===== config.mk =====
export PLATFORM = sky130hd
export DESIGN_NAME = hwag_angle_channel
export DESIGN_NICKNAME = d
export VERILOG_FILES = /design/src/rtl/hwag_angle_channel.sv
export SDC_FILE = /design/constraint.sdc
export NUM_CORES = 1
export LEC_CHECK = 0
export CORE_MARGIN = 2
export CORE_UTILIZATION = 42
export CTS_BUF_LIST = sky130_fd_sc_hd__clkbuf_8
export DETAILED_ROUTE_END_ITERATION = 16
export PLACE_DENSITY = 0.62
export SLEW_MARGIN = 0
export SYNTH_ARGS = -nofsm -noshare
export SYNTH_HDL_FRONTEND = slang
export SYNTH_SLANG_ARGS = --single-unit

===== constraint.sdc =====
create_clock -name clk -period 5.7 [get_ports clk]
set_input_delay 1.14 -clock clk [delete_from_list [all_inputs] [get_ports clk]]
set_output_delay 1.14 -clock clk [all_outputs]
set_load 0.01 [all_outputs]

===== src/rtl/hwag_angle_channel.sv =====
// Angle-triggered output channel: drives one output between a programmed set
// angle and clear angle of the running generator angle count, with shadowed
// angle registers (transferred at revolution wrap), an on-time safety limit
// and one-cycle event strobes.
module hwag_angle_channel #(
  parameter int unsigned ANGLE_WIDTH = 24,
  parameter int unsigned ANGLE_TOP   = 3839,
  parameter int unsigned TMO_WIDTH   = 16,
  parameter bit          OUT_POL     = 1'b1
) (
  input  logic                   clk,
  input  logic                   rst,
  input  logic                   ena,
  input  logic                   hwag_start,
  input  logic [ANGLE_WIDTH-1:0] acnt,
  input  logic                   cfg_we,
  input  logic [ANGLE_WIDTH-1:0] cfg_set_angle,
  input  logic [ANGLE_WIDTH-1:0] cfg_clr_angle,
  input  logic [TMO_WIDTH-1:0]   cfg_max_on,
  output logic                   out,
  output logic                   active,
  output logic                   upd_pending,
  output logic                   ev_set,
  output logic                   ev_clr,
  output logic                   ev_tmo
);

  typedef enum logic [2:0] {
    IDLE,
    WAIT_SYNC,
    ARMED,
    ACTIVE,
    LOCKOUT
  } state_t;

  localparam logic [ANGLE_WIDTH-1:0] TOP  = ANGLE_WIDTH'(ANGLE_TOP);
  localparam logic [ANGLE_WIDTH-1:0] HALF = ANGLE_WIDTH'(ANGLE_TOP / 2);

  state_t                 state, state_nx;
  logic [ANGLE_WIDTH-1:0] prev_acnt, diff;
  logic [ANGLE_WIDTH-1:0] sh_set, sh_clr, act_set, act_clr;
  logic [TMO_WIDTH-1:0]   on_cnt, max_on_m1;
  logic                   step_fwd, step_wrap, set_hit, clr_hit, xfer;
  logic                   ev_set_nx, ev_clr_nx, ev_tmo_nx, on_clear;

  // Target t is crossed by the step prev -> cur (forward or wrapping).
  function automatic logic crossed(input logic [ANGLE_WIDTH-1:0] t,
                                   input logic [ANGLE_WIDTH-1:0] prv,
                                   input logic [ANGLE_WIDTH-1:0] cur,
                                   input logic fwd, input logic wrp);
    crossed = 1'b0;
    if (t <= TOP) begin
      if (fwd)      crossed = (t > prv) && (t <= cur);
      else if (wrp) crossed = (t > prv) || (t <= cur);
    end
  endfunction

  // Step classification, angle hits and shadow-transfer condition.
  always_comb begin
    diff      = prev_acnt - acnt;
    step_fwd  = acnt > prev_acnt;
    step_wrap = (acnt < prev_acnt) && (diff > HALF);
    set_hit   = hwag_start && crossed(act_set, prev_acnt, acnt, step_fwd, step_wrap);
    clr_hit   = hwag_start && crossed(act_clr, prev_acnt, acnt, step_fwd, step_wrap);
    xfer      = step_wrap || (state == IDLE) || (state == WAIT_SYNC);
    max_on_m1 = cfg_max_on - TMO_WIDTH'(1);
  end

  // Next-state and event logic; enable loss and sync loss override everything.
  always_comb begin
    state_nx  = state;
    ev_set_nx = 1'b0;
    ev_clr_nx = 1'b0;
    ev_tmo_nx = 1'b0;
    on_clear  = 1'b0;
    if (!ena) begin
      state_nx = IDLE;
    end else if ((state != IDLE) && !hwag_start) begin
      state_nx = WAIT_SYNC;
    end else begin
      case (state)
        IDLE:      state_nx = WAIT_SYNC;
        WAIT_SYNC: state_nx = ARMED;
        ARMED: begin
          ev_set_nx = set_hit;
          ev_clr_nx = clr_hit;
          // set and clr in one step cancel: channel stays off
          if (set_hit && !clr_hit) begin
            state_nx = ACTIVE;
            on_clear = 1'b1;
          end
        end
        ACTIVE: begin
          if (clr_hit) begin
            ev_clr_nx = 1'b1;
            state_nx  = ARMED;
          end else if ((cfg_max_on != '0) && (on_cnt == max_on_m1)) begin
            ev_tmo_nx = 1'b1;
            state_nx  = LOCKOUT;
          end
        end
        LOCKOUT:   if (step_wrap) state_nx = ARMED;
        default:   state_nx = IDLE;
      endcase
    end
  end

  // State, angle history, shadow/active registers and registered outputs.
  always_ff @(posedge clk) begin
    if (rst) begin
      state       <= IDLE;
      prev_acnt   <= '0;
      sh_set      <= '0;
      sh_clr      <= '0;
      act_set     <= '0;
      act_clr     <= '0;
      on_cnt      <= '0;
      upd_pending <= 1'b0;
      out         <= ~OUT_POL;
      active      <= 1'b0;
      ev_set      <= 1'b0;
      ev_clr      <= 1'b0;
      ev_tmo      <= 1'b0;
    end else begin
      state     <= state_nx;
      prev_acnt <= acnt;
      if (on_clear)
        on_cnt <= '0;
      else if (state == ACTIVE)
        on_cnt <= on_cnt + TMO_WIDTH'(1);
      // transfer moves the old shadow; a same-cycle write stays pending
      if (xfer) begin
        act_set <= sh_set;
        act_clr <= sh_clr;
      end
      if (cfg_we) begin
        sh_set      <= cfg_set_angle;
        sh_clr      <= cfg_clr_angle;
        upd_pending <= 1'b1;
      end else if (xfer) begin
        upd_pending <= 1'b0;
      end
      out    <= (state_nx == ACTIVE) ? OUT_POL : ~OUT_POL;
      active <= (state_nx == ACTIVE);
      ev_set <= ev_set_nx;
      ev_clr <= ev_clr_nx;
      ev_tmo <= ev_tmo_nx;
    end
  end

endmodule


==> impl_summary.txt, run 1 <==
----------------------------------------------------
[STA]
  TNS Setup ... 0 ps
  Final setup vio count ... 0
  Final critical-path share of the clock period ... 0.853
  Max Freq ... 206 MHz
  Worst-margin pin slew ... 923 ps
  Final Skew ... 18.0 ps
  Total count of hold-check failures in the final report ... 0
  Max-slew violation count ... 0
  Setup repair after global routing missed its margin ... no
  Max transition margin ... 0.385
  Fin crit period ... 4860 ps

[Routing]
  Pre-antenna DRT Iters ... 4
  Via count ... 7804
  Initial DRC Count ... 422
  Average wire length per cell after detail routing ... 15.9 µm
  Number of nets with antenna violations after detailed routing ... 0
  Via density ... 5.39
  Final routed DRC violation total ... 0
  Drt total wl ... 23.0 mm

[Global routing]
  Global-route wire length before repair ... 37.7 mm
  Largest net degree at the start of global routing ... 94
  Number of antenna violations at the first check in global routing ... 0
  Via count of the first global-routing pass ... 7410
  Remaining Overflow, GRT ... 0
  GR Util All Layers ... 0.199

[Die]
  Initial Utilization ... 0.425
  Die Ht ... 152 µm
  Die area ... 23200 µm²
  Area of the core region ... 21700 µm²
  Std-Cell Rows ... 54
  Die Span X ... 152 µm
  Number of top-level pins ... 99

[Worst setup path]
  Critical Path Source Type ... input pin
  Worst R2R Path Depth ... 16
  Worst Path Max Fanout ... 40
  Startpoint-to-endpoint class of the critical path ... in -> reg
  Worst path slowest cell ... clkdlybuf4s50_1
  Slowest cell delay on critical path ... 570 ps
  CP required ... 6010 ps
  Worst-path cell chain ... clkdlybuf4s50_1 > ha_1 > inv_1 > fa_1 > a21o_1 > a221oi_1 > o311a_1 > a21oi_1 > a31oi_1 > xnor2_1 > nor4_1 > a21oi_2 > nor2_4 > buf_12 > mux2i_1 > nor2_1
  Worst EP arrival ... 5180 ps
  CP Capture Type ... flip-flop

[Placement]
  Routability congestion estimate ... 0.929
  Port-buffer cells ... 98
  Hpwl dp ... 18.3 mm

[Logic synthesis]
  Biggest area consumer among synthesized cells ... dfxtp_1
  Post-synthesis area per instance ... 8.61 µm²
  Top flip-flop cell by instance count after synthesis ... dfxtp_1
  Synthesized area ... 9230 µm²
  Share of Yosys cell area claimed by the top area cell type ... 0.312
  Synthesized instance count ... 1072
  Syn Nets ... 1288
  Share of synthesized area occupied by flip-flops and latches ... 0.312
  Largest cells by area after synthesis ... dfxtp_1, ha_1, mux2i_1
  Share of async-settable or async-resettable flops after synthesis ... 0
  Unique cell type count in the Yosys netlist ... 66
  Number of enable flip-flop cells after synthesis ... 0
  Total of flip-flops plus latches after synthesis ... 144
  Yosys synthesis warning count ... 0

[Clocking]
  Count of buffers added by post-CTS timing repair for setup ... 0
  Clock transition at the registers of the reported paths ... 80 ps
  Buffer depth of the longest clock path ... 2
  Clock tree from TritonCTS ... done
  Clock insertion delay at the later pin of the skew report ... 460 ps
  CTS buffer count ... 17
  Num Clock Sinks ... 144
  Cell chosen for the clock root ... clkbuf_8
  H-tree depth ... 4
  Resized Gates After CTS ... 0
  Hold buffer count at CTS ... 0

[Finish]
  Share of final-layout standard cells stronger than drive strength 1 ... 0.0445
  Area growth, synth to finish ... 17.3%
  Core occupancy in the finished layout ... 0.499
  Number of filler instances in the final layout ... 2065
  Count of inserted antenna diode cells ... 0
  Commonest cells after routing, fill and taps aside ... nor2_1, dfxtp_1, ha_1
  Leading cell type in the layout, fill and taps excluded ... nor2_1
  # nets final ... 1372

[Worst hold path]
  Class of the worst hold path ... reg -> reg
  Instance count along the most critical hold path ... 2

[Pwr]
  Leak ... 0.00465 µW
  Internal portion of total power ... 1680 µW
  VDD IR max ... 0.176 mV
  Combinational Power Share ... 0.202
  Switching power summed over all nets ... 716 µW
  Seq pwr share ... 0.454
  Switching share of total power ... 0.298
  Power density of the placed cells ... 222 nW/µm²
  Clk network pwr share ... 0.343

[Run]
  Count of maximum capacitance violations ... 0

[Outcome]
  Run status ... complete, no violations

----------------------------------------------------
[final timing paths]
kind | startpoint | endpoint | slack (ps)
worst max-delay path | acnt[0] | act_set[0] | 840
worst min-delay path | sh_set[16] | act_set[16] | 490
worst max register to register | prev_acnt[0] | act_set[0] | 1700
worst min register to register | sh_set[16] | act_set[16] | 490
[synth_stat cells (2+ instances only)]
cell and n:
o21ai_1 2, nand3b_1 6, and4_1 2, a21oi_2 2, buf_4 5, nand2b_1 6
o2111ai_1 3, nor4_1 14, xnor2_1 29, o21bai_1 4, a211oi_1 5, dfxtp_1 144
clkbuf_1 23, a311o_1 2, nand2_1 51, a221oi_1 3, buf_6 2, a21oi_1 60
and3_1 8, nor3_1 23, nand3_1 24, a31oi_1 5, nand4_1 35, a21o_1 19
o31ai_1 2, or3_1 5, xor2_1 22, o221ai_1 3, and2_1 2, o21a_1 6
o21ai_0 41, buf_1 5, o211ai_1 6, inv_1 62, a211o_1 3, o31ai_2 2
buf_2 4, or4_1 3, nor2b_1 12, nor2_1 174, mux2i_1 97, ha_1 122
[critical path: cells and delay by family]
family / cells / cell delay, ps
AO/OA/AOI/OAI: 6 / 1440
adder cells (fa/ha/maj): 2 / 560
XOR/XNOR: 1 / 90
buffers and inverters: 3 / 910
AND/OR/NAND/NOR: 3 / 750
multiplexers: 1 / 240
[power groups by stage]
stage | sequential (µW) | combinational [µW] | clock (µW)
floorplan | 1100 | 329 | 0
global placement | 1110 | 475 | 0
detailed placement | 1110 | 480 | 0
CTS | 1090 | 484 | 843
global route | 1100 | 542 | 888
finish | 1090 | 485 | 823
[layer usage]
| layer | routed length [µm] | track usage | share of wire | up-vias |
|---|---|---|---|---|
| met2 | 9700 | 0.301 | 0.42 | 143 |
| met3 | 887 | 0.0344 | 0.039 | 21 |
| met4 | 310 | 0.0525 | 0.013 | 0 |
| met1 | 12100 | 0.291 | 0.53 | 3636 |
| li1 | - | - | - | 4004 |
| met5 | 0 | 0 | 0 | - |
[per-stage QoR]
stage / std cells / total power, µW / cell area (µm²) / hold WS (ps) / setup WS, ps
finish: 1449 / 2400 / 10800 / 493 / 836
global route: 1449 / 2530 / 10800 / 525 / 655
global placement: 1417 / 1590 / 10400 / 472 / 486
floorplan: 1072 / 1430 / 9230 / 460 / 1580
detailed placement: 1417 / 1590 / 10400 / 478 / 441
CTS: 1449 / 2420 / 10800 / 499 / 911
[logic make-up (layout without fill, tap and decap cells)]
logic type,after synthesis,count (layout),synth area share
adder cells (fa/ha/maj),123,123,0.168
AO/OA/AOI/OAI,183,183,0.130
AND/OR/NAND/NOR,373,373,0.191
multiplexers,97,97,0.105
buffers and inverters,101,198,0.0453
XOR/XNOR,51,51,0.0484
flip-flops,144,144,0.312
[sequential cells by signal, summed over array words and instances, names as in the netlist, 3 cells and up]
name / cells
prev_acnt: 24
on_cnt: 16
act_set: 24
act_clr: 24
sh_set: 24
sh_clr: 24
state: 3
[final cells by class]
cell class | instances | area [µm²] | share of cell area
repair buffers | 104 | 1030 | 0.0953
inverters | 62 | 233 | 0.0215
clock buffers | 18 | 248 | 0.0229
flip-flops and latches | 144 | 2880 | 0.266
well taps | 280 | 350 | 0.0324
multi-input cells | 827 | 5930 | 0.548
clock inverters | 14 | 151 | 0.0140
No activity file was read; power rests on OpenSTA's default activity.
==> inputs of run 2 (changes only) <==
Settings changed: MAX_ROUTING_LAYER from default to met4.
==> run 2 against run 1 <==
  * Register-to-register slack worse by 20 ps
  * Hold slack better by 4.1 ps
  * Clock power is 2% lower
  * Via count is 0.18% higher
  * Combinational power hardly changed
  * Non-clock buffer count is 3 higher
  * Critical endpoint is now act_clr[6]
  * Critical path depth stayed put
  * Largest power group unchanged
  * Clock-buffer cell count stayed put
  * Highest routed layer unchanged
  * Total power is 0.85% lower
  * Clock skew is 2.3 ps lower
==> impl_summary.txt, run 2 (same netlist as run 1, synthesis figures left out) <==
----------------------------------------------------
[Outcome]
  Run status ... complete, no violations

[STA]
  Max-slew violation count ... 0 (unchanged)
  Max Freq ... 204 MHz (-0.96%)
  Total count of hold-check failures in the final report ... 0 (unchanged)
  Final critical-path share of the clock period ... 0.862 (+0.00829)
  Post-Route Hold Slack ... 497 ps (+4.08 ps)
  TNS Setup ... 0 ps (unchanged)
  Final critical-path setup slack ... 788 ps (-47.2 ps)
  Setup repair after global routing missed its margin ... no
  Final Skew ... 15.7 ps (-2.31 ps)
  Final setup vio count ... 0 (unchanged)
  Fin crit period ... 4910 ps (+47.2 ps)
  Max transition margin ... 0.388 (+0.00302)
  Worst-margin pin slew ... 918 ps (-4.54 ps)

[Pwr]
  VDD IR max ... 0.164 mV (-6.4%)
  Power density of the placed cells ... 219 nW/µm² (-1.1%)
  Leak ... 0.00467 µW (+0.37%)
  Combinational Power Share ... 0.204 (+0.002)
  Switching power summed over all nets ... 703 µW (-1.8%)
  Clk network pwr share ... 0.337 (-0.006)
  Seq pwr share ... 0.459 (+0.005)
  Switching share of total power ... 0.295 (-0.00296)
  Internal portion of total power ... 1680 µW (-0.43%)

[Clocking]
  Buffer depth of the longest clock path ... 2 (unchanged)
  Clock transition at the registers of the reported paths ... 80 ps (about the same)
  Cell chosen for the clock root ... clkbuf_8
  H-tree depth ... 4 (unchanged)
  Clock insertion delay at the later pin of the skew report ... 460 ps (about the same)
  Count of buffers added by post-CTS timing repair for setup ... 0 (unchanged)
  Num Clock Sinks ... 144 (unchanged)
  Resized Gates After CTS ... 0 (unchanged)
  CTS buffer count ... 17 (unchanged)
  Clock tree from TritonCTS ... done
  Hold buffer count at CTS ... 0 (unchanged)

[Placement]
  Port-buffer cells ... 98 (unchanged)
  Cell count after placement ... 1420 (+0.21%)
  Setup WS pre-CTS ... 338 ps (-103 ps)
  Routability congestion estimate ... 0.937 (+0.92%)
  Hpwl dp ... 18.3 mm (about the same)

[Worst hold path]
  Class of the worst hold path ... reg -> reg

[Die]
  Number of top-level pins ... 99 (unchanged)
  Die Ht ... 152 µm (unchanged)
  Std-Cell Rows ... 54 (unchanged)
  Die Span X ... 152 µm (unchanged)
  Initial Utilization ... 0.425 (unchanged)
  Die area ... 23200 µm² (unchanged)
  Area of the core region ... 21700 µm² (unchanged)

[Global routing]
  Remaining Overflow, GRT ... 0 (unchanged)
  Largest net degree at the start of global routing ... 94 (unchanged)
  Global-route wire length before repair ... 37.9 mm (+0.40%)
  GR Util All Layers ... 0.204 (+0.00561)
  Number of antenna violations at the first check in global routing ... 0 (unchanged)
  Via count of the first global-routing pass ... 7530 (+1.6%)

[Routing]
  Wire length on met3 ... 926 µm (+4.4%)
  Via count ... 7818 (+0.18%)
  Pre-antenna DRT Iters ... 5 (+1)
  Number of nets with antenna violations after detailed routing ... 0 (unchanged)
  Routed wire length on met2 ... 9.54 mm (-1.6%)
  Highest metal layer with signal wires ... met4
  Initial DRC Count ... 397 (-5.9%)
  Final routed DRC violation total ... 0 (unchanged)
  Drt total wl ... 23.0 mm (-0.20%)
  Via density ... 5.38 (about the same)
  WL met1 ... 12.0 mm (-0.86%)
  Average wire length per cell after detail routing ... 15.8 µm (-0.41%)

[Finish]
  Count of inserted antenna diode cells ... 0 (unchanged)
  Commonest cells after routing, fill and taps aside ... nor2_1, dfxtp_1, ha_1
  Leading cell type in the layout, fill and taps excluded ... nor2_1
  Core occupancy in the finished layout ... 0.500 (+0.00121)
  Non-filler instance count after layout ... 1452 (+0.21%)
  Share of final-layout standard cells stronger than drive strength 1 ... 0.0444 (-0.000114)
  Area growth, synth to finish ... 17.6%
  # nets final ... 1375 (+0.22%)

[Worst setup path]
  CP required ... 6010 ps (about the same)
  CP Capture Type ... flip-flop
  Worst EP arrival ... 5220 ps (+40 ps)
  Worst Path Max Fanout ... 15 (-63%)
  Startpoint-to-endpoint class of the critical path ... in -> reg
  Critical Path Source Type ... input pin

[Run]
  Count of maximum capacitance violations ... 0 (unchanged)

----------------------------------------------------
## run 2: cell count changes in the layout (fill, tap and decap cells not counted)
cell / before / now
inv_6: 8 / 3
inv_1: 63 / 66
clkinv_4: 0 / 3
clkinvlp_4: 1 / 2
buf_4: 6 / 8
clkinv_2: 2 / 0
buf_12: 1 / 2
## run 2: power by group through the flow
stage / registers (µW) / logic, µW / clock network, µW
2_1_floorplan: 1100 / 329 / 0
3_3_place_gp: 1110 / 477 / 0
3_5_place_dp: 1110 / 481 / 0
4_1_cts: 1090 / 484 / 823
5_1_grt: 1100 / 545 / 859
6_report: 1090 / 484 / 803
## run 2: cell type report
cell class / instances / area, µm²
Sequential cell: 144 / 2880
Multi-Input combinational cell: 827 / 5930
Tap cell: 280 / 350
Inverter: 62 / 233
Fill cell: 2083 / 10800
Clock inverter: 14 / 143
Timing Repair Buffer: 107 / 1070
Clock buffer: 18 / 248
## run 2: routing by layer
layer	up-vias	global-route usage
met5	-	-
met3	32	0.0327
met2	175	0.298
met4	0	0.0641
li1	4010	-
met1	3601	0.289
## run 2: critical path: stages
cell and delay, ps:
clkdlybuf4s50_1 590, ha_1 210, inv_1 60, fa_1 350, a21o_1 200, a221oi_1 390, o311a_1 330, a21oi_1 100
a31oi_1 220, xnor2_1 90, nor4_1 430, a21oi_2 200, nor2_4 410, buf_12 220, mux2i_1 200, nor2_1 60
## run 2: path summary, 6_finish.rpt
kind | from | to | slack, ps | cells after the start
setup / recovery | acnt[0] | act_clr[6] | 790 | 16
hold / removal | sh_clr[4] | act_clr[4] | 500 | 2
setup reg to reg | prev_acnt[0] | act_clr[6] | 1680 | 16
hold reg to reg | sh_clr[4] | act_clr[4] | 500 | 2
## run 2: through the flow
stage / cell area, µm² / power [µW]
finish: 10800 / 2380
global placement: 10500 / 1590
global route: 10800 / 2500
CTS: 10800 / 2400
detailed placement: 10500 / 1600
floorplan: 9230 / 1430
==> inputs of run 3 (changes only) <==
Settings changed: CAP_MARGIN from default to 30.
==> results of run 3 <==
Final layout, timing and power as in run 2 (identical DEF).
